`config.mk`:
```
export PLATFORM = sky130hd
export DESIGN_NAME = adder_arbiter
export DESIGN_NICKNAME = d
export VERILOG_FILES = /design/src/rtl/adder_arbiter.sv
export SDC_FILE = /design/constraint.sdc
export NUM_CORES = 1
export LEC_CHECK = 0
export BUFFER_PORTS_ARGS = -buffer_cell sky130_fd_sc_hd__buf_2
export CAP_MARGIN = 5
export CORE_MARGIN = 4
export CORE_UTILIZATION = 25
export CTS_BUF_LIST = sky130_fd_sc_hd__clkbuf_8 sky130_fd_sc_hd__clkbuf_16
export DETAILED_ROUTE_END_ITERATION = 10
export GPL_TIMING_DRIVEN = 0
export MAX_ROUTING_LAYER = met4
export SLEW_MARGIN = 20
export SYNTH_ARGS = -nofsm -noshare
export SYNTH_HDL_FRONTEND = slang
export SYNTH_SLANG_ARGS = --single-unit
```
`constraint.sdc`:
```
create_clock -name clk -period 3.8 [get_ports clk]
set_input_delay 0.38 -clock clk [delete_from_list [all_inputs] [get_ports clk]]
set_output_delay 0.38 -clock clk [all_outputs]
set_load 0.005 [all_outputs]
```
`src/rtl/adder_arbiter.sv`:
```
// adder_arbiter: round-robin arbiter/sequencer that shares one combinational
// adder among R requesters. Operands are captured from the granted requester,
// added in the EXEC cycle, and returned with carry-out and owner ID in RESP.
//
// Handshakes: a transfer happens on any rising clk edge where valid and ready
// are both high. req_ready is a single-cycle, one-hot capture pulse asserted
// only in IDLE; the requester must hold req_valid and operands stable until it
// sees it. rsp_valid stays high in RESP, and the response is held stable until
// rsp_ready is sampled high.

// Shared combinational adder: sum modulo 2^N, no carry port.
module adder #(
    parameter int N = 32
) (
    input  logic [N-1:0] i_a,
    input  logic [N-1:0] i_b,
    output logic [N-1:0] o_c
);
    assign o_c = i_a + i_b;
endmodule

module adder_arbiter #(
    parameter int N = 32,
    parameter int R = 4,
    localparam int IDW = $clog2(R)
) (
    input  logic             clk,
    input  logic             rst_n,
    input  logic [R-1:0]     req_valid,
    output logic [R-1:0]     req_ready,
    input  logic [R*N-1:0]   req_a,
    input  logic [R*N-1:0]   req_b,
    output logic             rsp_valid,
    input  logic             rsp_ready,
    output logic [IDW-1:0]   rsp_id,
    output logic [N-1:0]     rsp_sum,
    output logic             rsp_cout,
    output logic             busy
);

    typedef enum logic [1:0] {
        ST_IDLE = 2'd0,
        ST_EXEC = 2'd1,
        ST_RESP = 2'd2
    } state_t;

    state_t           r_state;
    state_t           w_next_state;

    logic [N-1:0]     r_a;
    logic [N-1:0]     r_b;
    logic [IDW-1:0]   r_id;
    logic [IDW-1:0]   r_last_grant;
    logic [N-1:0]     r_sum;
    logic             r_cout;
    logic [IDW-1:0]   r_rsp_id;

    logic [N-1:0]     w_sum;
    logic [IDW-1:0]   w_grant;
    logic [IDW-1:0]   w_idx;
    logic             w_any;
    logic             w_capture;
    logic [R-1:0]     w_ready;

    assign w_any     = |req_valid;
    assign w_capture = (r_state == ST_IDLE) && w_any;

    // The one shared adder only ever sees the registered operands.
    adder #(.N(N)) u_adder (
        .i_a (r_a),
        .i_b (r_b),
        .o_c (w_sum)
    );

    // Round-robin pick: scan from last_grant+R down to last_grant+1 so the
    // closest valid requester after last_grant is the last one written.
    always_comb begin
        w_grant = '0;
        w_idx   = '0;
        for (int k = R; k >= 1; k--) begin
            w_idx = IDW'((int'(r_last_grant) + k) % R);
            if (req_valid[w_idx]) begin
                w_grant = w_idx;
            end
        end
    end

    // One-hot capture pulse; forced low while reset is asserted so the
    // output matches its reset value even though IDLE decodes combinationally.
    always_comb begin
        w_ready = '0;
        if (rst_n && w_capture) begin
            w_ready[w_grant] = 1'b1;
        end
    end

    // Next-state decode.
    always_comb begin
        w_next_state = r_state;
        case (r_state)
            ST_IDLE: if (w_any) w_next_state = ST_EXEC;
            ST_EXEC: w_next_state = ST_RESP;
            ST_RESP: if (rsp_ready) w_next_state = ST_IDLE;
            default: w_next_state = ST_IDLE;
        endcase
    end

    // State register.
    always_ff @(posedge clk or negedge rst_n) begin
        if (!rst_n) begin
            r_state <= ST_IDLE;
        end else begin
            r_state <= w_next_state;
        end
    end

    // Operand capture in IDLE; result registration in EXEC.
    always_ff @(posedge clk or negedge rst_n) begin
        if (!rst_n) begin
            r_a          <= '0;
            r_b          <= '0;
            r_id         <= '0;
            r_last_grant <= IDW'(R - 1);
            r_sum        <= '0;
            r_cout       <= 1'b0;
            r_rsp_id     <= '0;
        end else begin
            if (w_capture) begin
                r_a          <= req_a[w_grant*N +: N];
                r_b          <= req_b[w_grant*N +: N];
                r_id         <= w_grant;
                r_last_grant <= w_grant;
            end
            if (r_state == ST_EXEC) begin
                r_sum    <= w_sum;
                // Carry-out recovered from operand MSBs and the sum MSB.
                r_cout   <= (r_a[N-1] & r_b[N-1]) |
                            ((r_a[N-1] ^ r_b[N-1]) & ~w_sum[N-1]);
                r_rsp_id <= r_id;
            end
        end
    end

    assign req_ready = w_ready;
    assign rsp_valid = (r_state == ST_RESP);
    assign rsp_sum   = r_sum;
    assign rsp_cout  = r_cout;
    assign rsp_id    = r_rsp_id;
    assign busy      = (r_state != ST_IDLE);

endmodule

```
# ---- Word level (Yosys, flattened, before mapping)
# Index checks and enable logic that the tools add are counted.
dict set report word_totals {
  out_inout_bits 41
  in_bits 263
  register_bits 105
  elab_cells 55
}
dict set report classes {
  order_cmp 6
  eq_ne 4
  reduce_logical 7
  addsub 5
  muxes 18
  shifts 2
  bitwise 5
}
# operator n
set op_table {}
lappend op_table {{$shiftx A128 B8 Y32} 2}
lappend op_table {{$add A32 B32 Y32} 1}
lappend op_table {{$lt A2 B3 Y1 const B} 5}
lappend op_table {{$mux W2} 6}
lappend op_table {{$bmux W1 S2} 4}
lappend op_table {{$pmux W2 S3} 1}
lappend op_table {{$mux W1} 5}
lappend op_table {{$add A2 B1 Y2 const B} 2}
lappend op_table {{$add A2 B2 Y2 const B} 2}
lappend op_table {{$mux W4} 1}
lappend op_table {{$reduce_or A4 Y1} 1}
lappend op_table {{$logic_and A1 B1 Y1} 3}
lappend op_table {{$and A1 B1 Y1} 2}
lappend op_table {{$demux W1 S2} 1}
lappend op_table {{$eq A2 B1 Y1 const B} 1}
lappend op_table {{$eq A2 B2 Y1 const B} 1}
lappend op_table {{$ge A2 B1 Y1 const B} 1}
lappend op_table {{$logic_not A2 Y1} 1}
lappend op_table {{$ne A2 B1 Y1 const B} 1}
lappend op_table {{$ne A2 B2 Y1 const B} 1}
lappend op_table {{$reduce_and A2 Y1} 1}
lappend op_table {{$reduce_bool A2 Y1} 1}
lappend op_table {{$not A1 Y1} 1}
lappend op_table {{$or A1 B1 Y1} 1}
lappend op_table {{$xor A1 B1 Y1} 1}

# ---- Logic depth before layout (Yosys ltp)
# Gate-level depths: netlist of the first run.
dict set report depth {
  depth_word 12
  depth_mapped 12
  ltp_nobuf 11
}

# ---- Modules after synthesis
# From an unflattened synthesis of the first run, not the netlist that was laid out.
dict set report hier_totals {
  cells_unflattened 796
  area_unflattened_um2 8187.9
}
# mod n_inst cells_per_inst area_per_inst_um2 seq_area_each_um2
set by_module_without_submodules {}
lappend by_module_without_submodules {adder_arbiter 1 555 6443.7 2630.0}
lappend by_module_without_submodules {adder 1 241 1744.2 0.0}

# ---- Worst setup path after synthesis of the first run
# OpenSTA, ideal clock, no wires.
dict set report synth_path {
  path_kind {register to register}
  start {register r_a[9]}
  end {register r_sum[31], in the netlist rsp_sum[31]}
  synth_period_minus_slack_ns 2.730
  path_buffers 0
  t_required_ns 3.717
  t_arrival_ns 2.648
  setup_ns 0.083
  path_stages_with_launch 12
  setup_slack_ns 1.070
  path_cell_list {dfrtp_1 -> ha_1 -> and4_1 -> a21oi_1 -> o211ai_1 -> a211o_1 -> a21oi_2 -> o21ai_1 -> a21oi_1 -> o31a_1 -> fa_1 -> o21ai_0}
}
dict set report synth_between {
  elab_chain_cells 1
}
# element line_no
set synth_lines {}
lappend synth_lines {{start: declaration} 50} ;# logic [N-1:0] r_a;
lappend synth_lines {{start signal: assignment} 129} ;# r_a <= req_a[w_grant*N +: N];
lappend synth_lines {{$add A32 B32 Y32} 19} ;# assign o_c = i_a + i_b;
lappend synth_lines {{end signal: assignment} 135} ;# r_sum <= w_sum;
lappend synth_lines {{end: declaration} 54} ;# logic [N-1:0] r_sum;
# Every way passes these cells.
# A chain may end at the register's enable or synchronous reset.

# ---- Final worst setup path of the first run
dict set report layout_path {
  start {register r_last_grant[1]}
  end {output port req_ready[0]}
}
dict set report layout_between {
  elab_chain_cells 12
  word_cells_on_any_way 22
  classes_between {add/sub: 4; order compare: 2; mux: 15; reduce/logical: 1}
}
# element line_no
set layout_lines {}
lappend layout_lines {{start: declaration} 53} ;# logic [IDW-1:0] r_last_grant;
lappend layout_lines {{start signal: assignment} 123} ;# r_last_grant <= IDW'(R - 1);
lappend layout_lines {{start signal: assignment} 132} ;# r_last_grant <= w_grant;
lappend layout_lines {{$add A2 B1 Y2} 81} ;# w_idx = IDW'((int'(r_last_grant) + k) % R);
lappend layout_lines {{$bmux W1 S2} 82} ;# if (req_valid[w_idx]) begin
lappend layout_lines {{$mux W1 (implied by the code)} 82}
lappend layout_lines {{$mux W2 (3 in series)} 82}
lappend layout_lines {{$mux W2 (*)} 82}
lappend layout_lines {{$lt A2 B3 Y1 (implied by the code) / $ge A2 B1 Y1 (equally long branches)} 93} ;# w_ready[w_grant] = 1'b1;
lappend layout_lines {{$logic_and A1 B1 Y1 (implied by the code)} 93}
lappend layout_lines {{$mux W1 (implied by the code)} 93}
lappend layout_lines {{$demux W1 S2 (*)} 93}
lappend layout_lines {{$mux W4 (*)} 92} ;# if (rst_n && w_capture) begin
lappend layout_lines {{end: declaration} 30} ;# output logic [R-1:0] req_ready,
# Every way passes the cells marked *; elsewhere a longest branch is shown, timed or not. The select of a mux whose other input is x is not followed.

==> results of run 1 <==
stage by stage:
stage                     std cells  utilization, %
after floorplan                1076               -
after global placement         1763            32.5
after detailed placement       1765            32.7
after CTS                      1782            33.9
after global routing           1782            33.9
final                          1782            33.9
flip-flops by register name, indices dropped and copies added, names as in the netlist:
register	count
r_a	32
r_b	32
rsp_sum	32
r_id	2
r_last_grant	2
r_state	2
rsp_id	2
rsp_cout	1
power groups by stage:
| stage | Sequential, mW | Clock [mW] | Combinational [mW] |
|---|---|---|---|
| global placement | 2.08 | 0 | 5.91 |
| finish | 2.09 | 1.04 | 5.98 |
| detailed placement | 2.10 | 0 | 5.99 |
| CTS | 2.08 | 1.06 | 6.03 |
| global route | 2.15 | 1.11 | 6.74 |
| floorplan | 1.99 | 0 | 4.00 |
worst max-delay path, cell delays in order, from the launching register on:
cell	delay [ns]
dfstp_2	0.36
clkbuf_1	0.18
nand2b_1	0.21
nor2_1	0.18
a211o_1	0.12
clkbuf_1	0.38
clkbuf_1	0.60
clkbuf_1	0.43
and4_1	0.26
buf_2	0.11
synth_stat cells, types with 3 or more instances:
cell type  instances
a211oi_1           8
a21o_1            15
a21oi_1           33
a31oi_1            3
and3_1             5
and4_1             4
buf_1              5
buf_2              8
clkbuf_1          62
dfrtp_1          103
ha_1              31
inv_1             12
mux2_2             4
nand2_1          432
nand2b_1           6
nand3_1           72
nand4_1            5
nor2_1            18
nor3b_1            4
nor4b_1            3
o211ai_1           5
o21ai_0          163
o21ai_1           11
o21bai_1           3
o31a_1             4
xnor2_1           14
xor2_1            11
what timing repair did:
| item | in CTS | in global routing |
|---|---|---|
| setup endpoints to repair | 8 | 6 |
| endpoints found under the hold margin | 40 | 0 |
| hold buffers | 1 | 0 |
| gates resized for setup | 1 | 4 |
cell families (layout without fill, tap and decap cells):
family | Yosys count | count (layout) | share of synthesized area [%]
compound gates | 263 | 263 | 20.0
mux | 4 | 4 | 0.604
fa+ha+maj | 33 | 33 | 5.74
buf+inv | 87 | 409 | 4.51
flops | 105 | 105 | 35.3
xor+xnor | 25 | 25 | 2.93
simple gates | 559 | 559 | 31.0
cell type report:
cell class | instances | area (sq um) | area share, %
multi-input combinational | 884 | 4500 | 45.7
sequential | 105 | 2630 | 26.7
timing repair buffer | 306 | 1570 | 15.9
tap | 384 | 480 | 4.87
buffer | 75 | 294 | 2.98
clock buffer | 9 | 225 | 2.29
clock inverter | 7 | 109 | 1.10
inverter | 12 | 45.0 | 0.457
per-layer routing:
layer	share of wire, %	vias up
met5	0	-
met2	47	298
met1	45	3907
met3	4.4	47
met4	3.1	0
li1	-	4266
worst min path at each step:
stage | from | to | slack (ns)
floorplan | rst_n | r_a[0]$_DFFE_PN0P_ | 0.08
global placement | rsp_sum[17]$_DFFE_PN0N_ | rsp_sum[17]$_DFFE_PN0N_ | 0.46
detailed placement | rst_n | r_b[31]$_DFFE_PN0P_ | 0.32
CTS | rsp_ready | r_state[1]$_DFFE_PN0P_ | 0.22
global route | rsp_ready | r_state[1]$_DFFE_PN0P_ | 0.23
finish | rsp_ready | r_state[1]$_DFFE_PN0P_ | 0.22
placed cells by master, fill, tap and decap left out, drive strengths merged, types with 8 or more instances in the layout:
master	instances
a21oi	34
xor2	11
nand2	432
ha	31
nand3	72
xnor2	14
a21o	15
dfrtp	103
o21ai	174
inv	16
nor2	18
clkbuf	71
a211oi	8
buf	318
==> results.yml, run 1 <==
power:
  combPwrFrac_pct: 65.7
  p_clk_share_pct: 11.4
  p_int_mw: 4.48
  power_density_nw_per_um2: 924
  p_leak_nw: 5.08
  swShare_pct: 50.8
  ir_drop_uv: 315
  netSwitchingPower_mw: 4.63
  total_power_mw: 9.11
  seqPwrFrac_pct: 22.9
critical_path:
  startpoint: "r_last_grant[1]$_DFFE_PN1P_"
  path_max_fanout: 10
  cp.arrival_ns: 3.20
  worstSetupStartpointType: "flip-flop"
  reg2reg_slack_ns: 0.27
  cp-end-kind: "primary output"
  r2r_end: "r_b[12]$_DFFE_PN0P_"
  cp.required_ns: 3.42
  cp-endpoint: "req_ready[0]"
  path_class: "reg2out"
  reg2reg_from: "r_last_grant[1]$_DFFE_PN1P_"
  r2r_cells: 11
timing:
  setup_viol: 0
  setup_ws_ns: 0.220
  rsz0062_at_grt: "no"
  drv_slew: 0
  relSlewSlack_pct: 43.5
  fin_setup_tns_ns: 0
  clock_skew_ns: 0.0116
  tightest_slew_ns: 0.848
  hold_viol: 0
  min_period_over_period_pct: 94.2
  max_freq_mhz: 279
  fin_crit_ns: 3.58
  whs_ns: 0.223
final_layout:
  drive_gt1_share_pct: 24.7
  postLayoutCellArea_sq_um: 9860
  final_nets: 1689
  diodes: 0
  fillers: 3235
  area_growth_pct: 32.1
yosys:
  ys_warn_count: 0
  yosysUniqueCellTypes: 52
  synthFlopType: "dfrtp_1"
  synth_edf_count: 0
  synth_nets: 1372
  syn_area_per_cell_sq_um: 6.93
  yosysTopAreaCellShare_pct: 34.5
  yosysTopAreaCell: "dfrtp_1"
  synthesis.area_sq_um: 7460
  ys_seq_area_share_pct: 35.3
  synth_area_leaders: "dfrtp_1, nand2_1, o21ai_0, ha_1, nand3_1"
  synth-seq-cells: 105
  syn_inst: 1076
  synthArstFlopShare_pct: 100
route:
  firstDrtPassIters: 5
  vias: 8518
  remaining_drc_errors: 0
  wl_um: 31600
  ant_nets: 0
  dr.first_iter.drc_count: 441
  viasPerCell: 4.78
  routedWlPerCell_um: 17.7
die:
  die_x_um: 181
  rows: 62
  start_util_pct: 25.6
  dieArea_sq_um: 32700
  io_pins: 304
  die_y_um: 181
  core_sq_um: 29100
placement:
  place_ws_ns: -0.0821
  io_buffers: 303
  gp_congestion: 0.926
  place.detailed.hpwl_um: 26400
  placed_area_sq_um: 9500
global_route:
  grt_max_degree: 70
  grt_pass1_wl_um: 46600
  antenna_found_initial: 0
  grt_util_met3_pct: 1.93
  grtUsageMet1_pct: 24.5
  grt.overflow.total: 0
  grt-busiest-layer: "met2"
  met2_usage_pct: 31.0
  track_usage_pct: 18.8
  grt_pass1_vias: 8259
clock_tree:
  cts_sinks: 105
  cts_buffer_depth: 2
  cts_tree: "yes"
  path_clk_slew_ns: 0.07
  root_buffer: "clkbuf_16"
  postCtsSetupRepairBufs: 0
  cts_made_buffers: 9
  htreeDepth: 3
  clkLatencyLatePin_ns: 0.35
min_path:
  hold_path.class: "in2reg"
  hold_depth: 2
run:
  drv_cap: 0
outcome:
  outcome: "finished, final reports clean"
(Power assumes the default switching activity.)
==> run 2: changes to the inputs <==
--- a/config.mk
+++ b/config.mk
@@ -5,6 +5,7 @@
 export SDC_FILE = /design/constraint.sdc
 export NUM_CORES = 1
 export LEC_CHECK = 0
+export ABC_AREA = 1
 export BUFFER_PORTS_ARGS = -buffer_cell sky130_fd_sc_hd__buf_2
 export CAP_MARGIN = 5
 export CORE_MARGIN = 4
==> results.yml, run 2 <==
final_layout:
  fillers: 3836
  final_nets: 2068
  seqCellArea_sq_um: 2630
  area_growth_pct: 28.1
  multi_input_area_sq_um: 5360
  drive_gt1_share_pct: 22.1
  final_cell_mix: "nand2_1, buf_2, nand3_1"
  final_common_cell: "nand2_1"
timing:
  fin_crit_ns: 3.07
  clock_skew_ns: 0.0115
  drv_slew: 0
  relSlewSlack_pct: 49.5
  fin_setup_tns_ns: 0
  tightest_slew_ns: 0.754
  rsz0062_at_grt: "no"
  max_freq_mhz: 326
  min_period_over_period_pct: 80.8
  setup_viol: 0
  hold_viol: 0
clock_tree:
  path_clk_slew_ns: 0.08
  htreeDepth: 3
  cts_sinks: 105
  cts_tree: "yes"
  cts_hold_buf: 1
  cts_resized: 0
  cts_made_buffers: 9
  clkLatencyLatePin_ns: 0.36
  postCtsSetupRepairBufs: 0
  cts_buffer_depth: 2
  root_buffer: "clkbuf_16"
global_route:
  antenna_found_initial: 6
  grt_pass1_wl_um: 59300
  grt_max_degree: 70
  grt_pass1_vias: 10400
  track_usage_pct: 20.6
  grt.overflow.total: 0
critical_path:
  cp_slowest_cell: "dfstp_2"
  r2r_cells: 9
  path_delay_family: "buffers and inverters"
  critPathBufInv: 5
  reg2reg_slack_ns: 0.94
  r2r_end: "rsp_sum[31]$_DFFE_PN0N_"
  cp.required_ns: 3.42
  path_class: "reg2out"
  path_max_fanout: 10
  cp.arrival_ns: 2.69
  crit_chain: "buf_6 > nand2_1 > o21ai_1 > nand2_1 > nand2_1 > nand3_1 > nand2_1 > inv_1 > buf_2 > buf_2 > nor3_1 > buf_2"
  worstSetupStartpointType: "flip-flop"
  reg2reg_from: "r_a[10]$_DFFE_PN0P_"
  slowest_delay_ns: 0.53
  cp-end-kind: "primary output"
  crit_top_cell: "nand2_1"
route:
  remaining_drc_errors: 0
  firstDrtPassIters: 5
  routedWlPerCell_um: 17.4
  ant_nets: 0
  wl_um: 38800
  vias: 10300
  dr.first_iter.drc_count: 511
  viasPerCell: 4.63
yosys:
  ys_warn_count: 0
  synthArstFlopShare_pct: 100
  ys_seq_area_share_pct: 30.5
  synthesis.area_sq_um: 8630
  synth_area_leaders: "nand2_1, dfrtp_1, nand3_1, ha_1, a21oi_1"
  synth_nets: 1752
  synth_most_common_cell: "nand2_1"
  synth-seq-cells: 105
  yosysTopAreaCellShare_pct: 36.2
  yosysTopAreaCell: "nand2_1"
  syn_area_per_cell_sq_um: 5.93
  synthTopCellsByCount: "nand2_1, nand3_1, dfrtp_1, inv_1, nor2_1"
  yosysUniqueCellTypes: 36
  syn_inst: 1456
  synth_edf_count: 0
  synthFlopType: "dfrtp_1"
placement:
  io_buffers: 303
  place.detailed.hpwl_um: 33500
  gp_congestion: 0.970
die:
  die_x_um: 194
  dieArea_sq_um: 37600
  core_sq_um: 33800
  io_pins: 304
  die_y_um: 194
  start_util_pct: 25.5
  rows: 67
min_path:
  hold_end: "r_state[1]$_DFFE_PN0P_"
  hold_depth: 2
  hold_start: "rsp_ready"
  hold_path.class: "in2reg"
power:
  power_density_nw_per_um2: 1120
  total_power_mw: 12.4
  swShare_pct: 58.1
  p_int_mw: 5.18
  p_clk_share_pct: 7.2
  ir_drop_uv: 457
  p_leak_nw: 6.52
  netSwitchingPower_mw: 7.20
  seqPwrFrac_pct: 16.4
  combPwrFrac_pct: 76.4
run:
  drv_cap: 0
outcome:
  outcome: "finished, final reports clean"
run 2: logic make-up after synthesis:
kind of cell | share of synthesized area, %
compound gates | 5.65
xor+xnor | 0.507
fa+ha+maj | 4.96
buf+inv | 7.44
flops | 30.5
simple gates | 51.0
run 2: power groups by stage:
stage | clock network (mW) | registers (mW) | logic (mW)
after detailed placement | 0 | 2.05 | 9.43
after global routing | 0.962 | 2.09 | 10.7
final | 0.891 | 2.03 | 9.45
after CTS | 0.912 | 2.04 | 9.48
after global placement | 0 | 2.04 | 9.40
after floorplan | 0 | 1.96 | 6.28
run 2: per-layer routing:
layer  wire (um)  up-vias  GRT usage [%]
met1       17500     4678           26.2
li1            -     5259              -
met3        1950       48           2.85
met4        1050        0           5.69
met5           0        -              -
met2       18300      339           34.4
run 2: how the worst max path moves through the flow:
stage                                           start                      end  slack (ns)  depth (start not counted)
final                     r_last_grant[0]$_DFFE_PN1P_             req_ready[3]        0.73                         12
after global routing      r_last_grant[0]$_DFFE_PN1P_             req_ready[2]        0.60                         13
after CTS                 r_last_grant[0]$_DFFE_PN1P_             req_ready[3]        0.73                         13
after detailed placement          r_a[10]$_DFFE_PN0P_  rsp_sum[31]$_DFFE_PN0N_        0.90                          9
after global placement                          rst_n             req_ready[3]        0.38                          4
after floorplan                    r_a[2]$_DFFE_PN0P_  rsp_sum[31]$_DFFE_PN0N_        1.60                         12
run 2: cell type report:
class / count / area share, %
multi-input cells: 1219 / 48.5
flip-flops and latches: 105 / 23.8
repair buffers: 305 / 14.1
well taps: 448 / 5.07
plain buffers: 76 / 3.86
clock buffers: 9 / 2.04
inverters: 56 / 1.95
clock inverters: 7 / 0.487
diodes: 6 / 0.136
run 2: worst register-to-register path: cells and delay by family (launching register included):
kind	cells	cell delay (ns)
AO/OA/AOI/OAI	4	1.06
adder cells (fa/ha/maj)	2	0.91
AND/OR/NAND/NOR	3	0.45
flip-flops	1	0.39
run 2: per-stage QoR:
| step | util [%] | instances | setup slack, ns | instance area, sq um | hold slack [ns] |
|---|---|---|---|---|---|
| 3_5_place_dp | 31.8 | 2208 | 0.898 | 10700 | 0.312 |
| 2_1_floorplan | - | 1456 | 1.60 | 8630 | 0.0844 |
| 4_1_cts | 32.7 | 2225 | 0.731 | 11000 | 0.246 |
| 3_3_place_gp | 31.7 | 2207 | 0.377 | 10700 | 0.459 |
| 5_1_grt | 32.7 | 2231 | 0.598 | 11100 | 0.255 |
| 6_report | 32.7 | 2231 | 0.731 | 11100 | 0.254 |
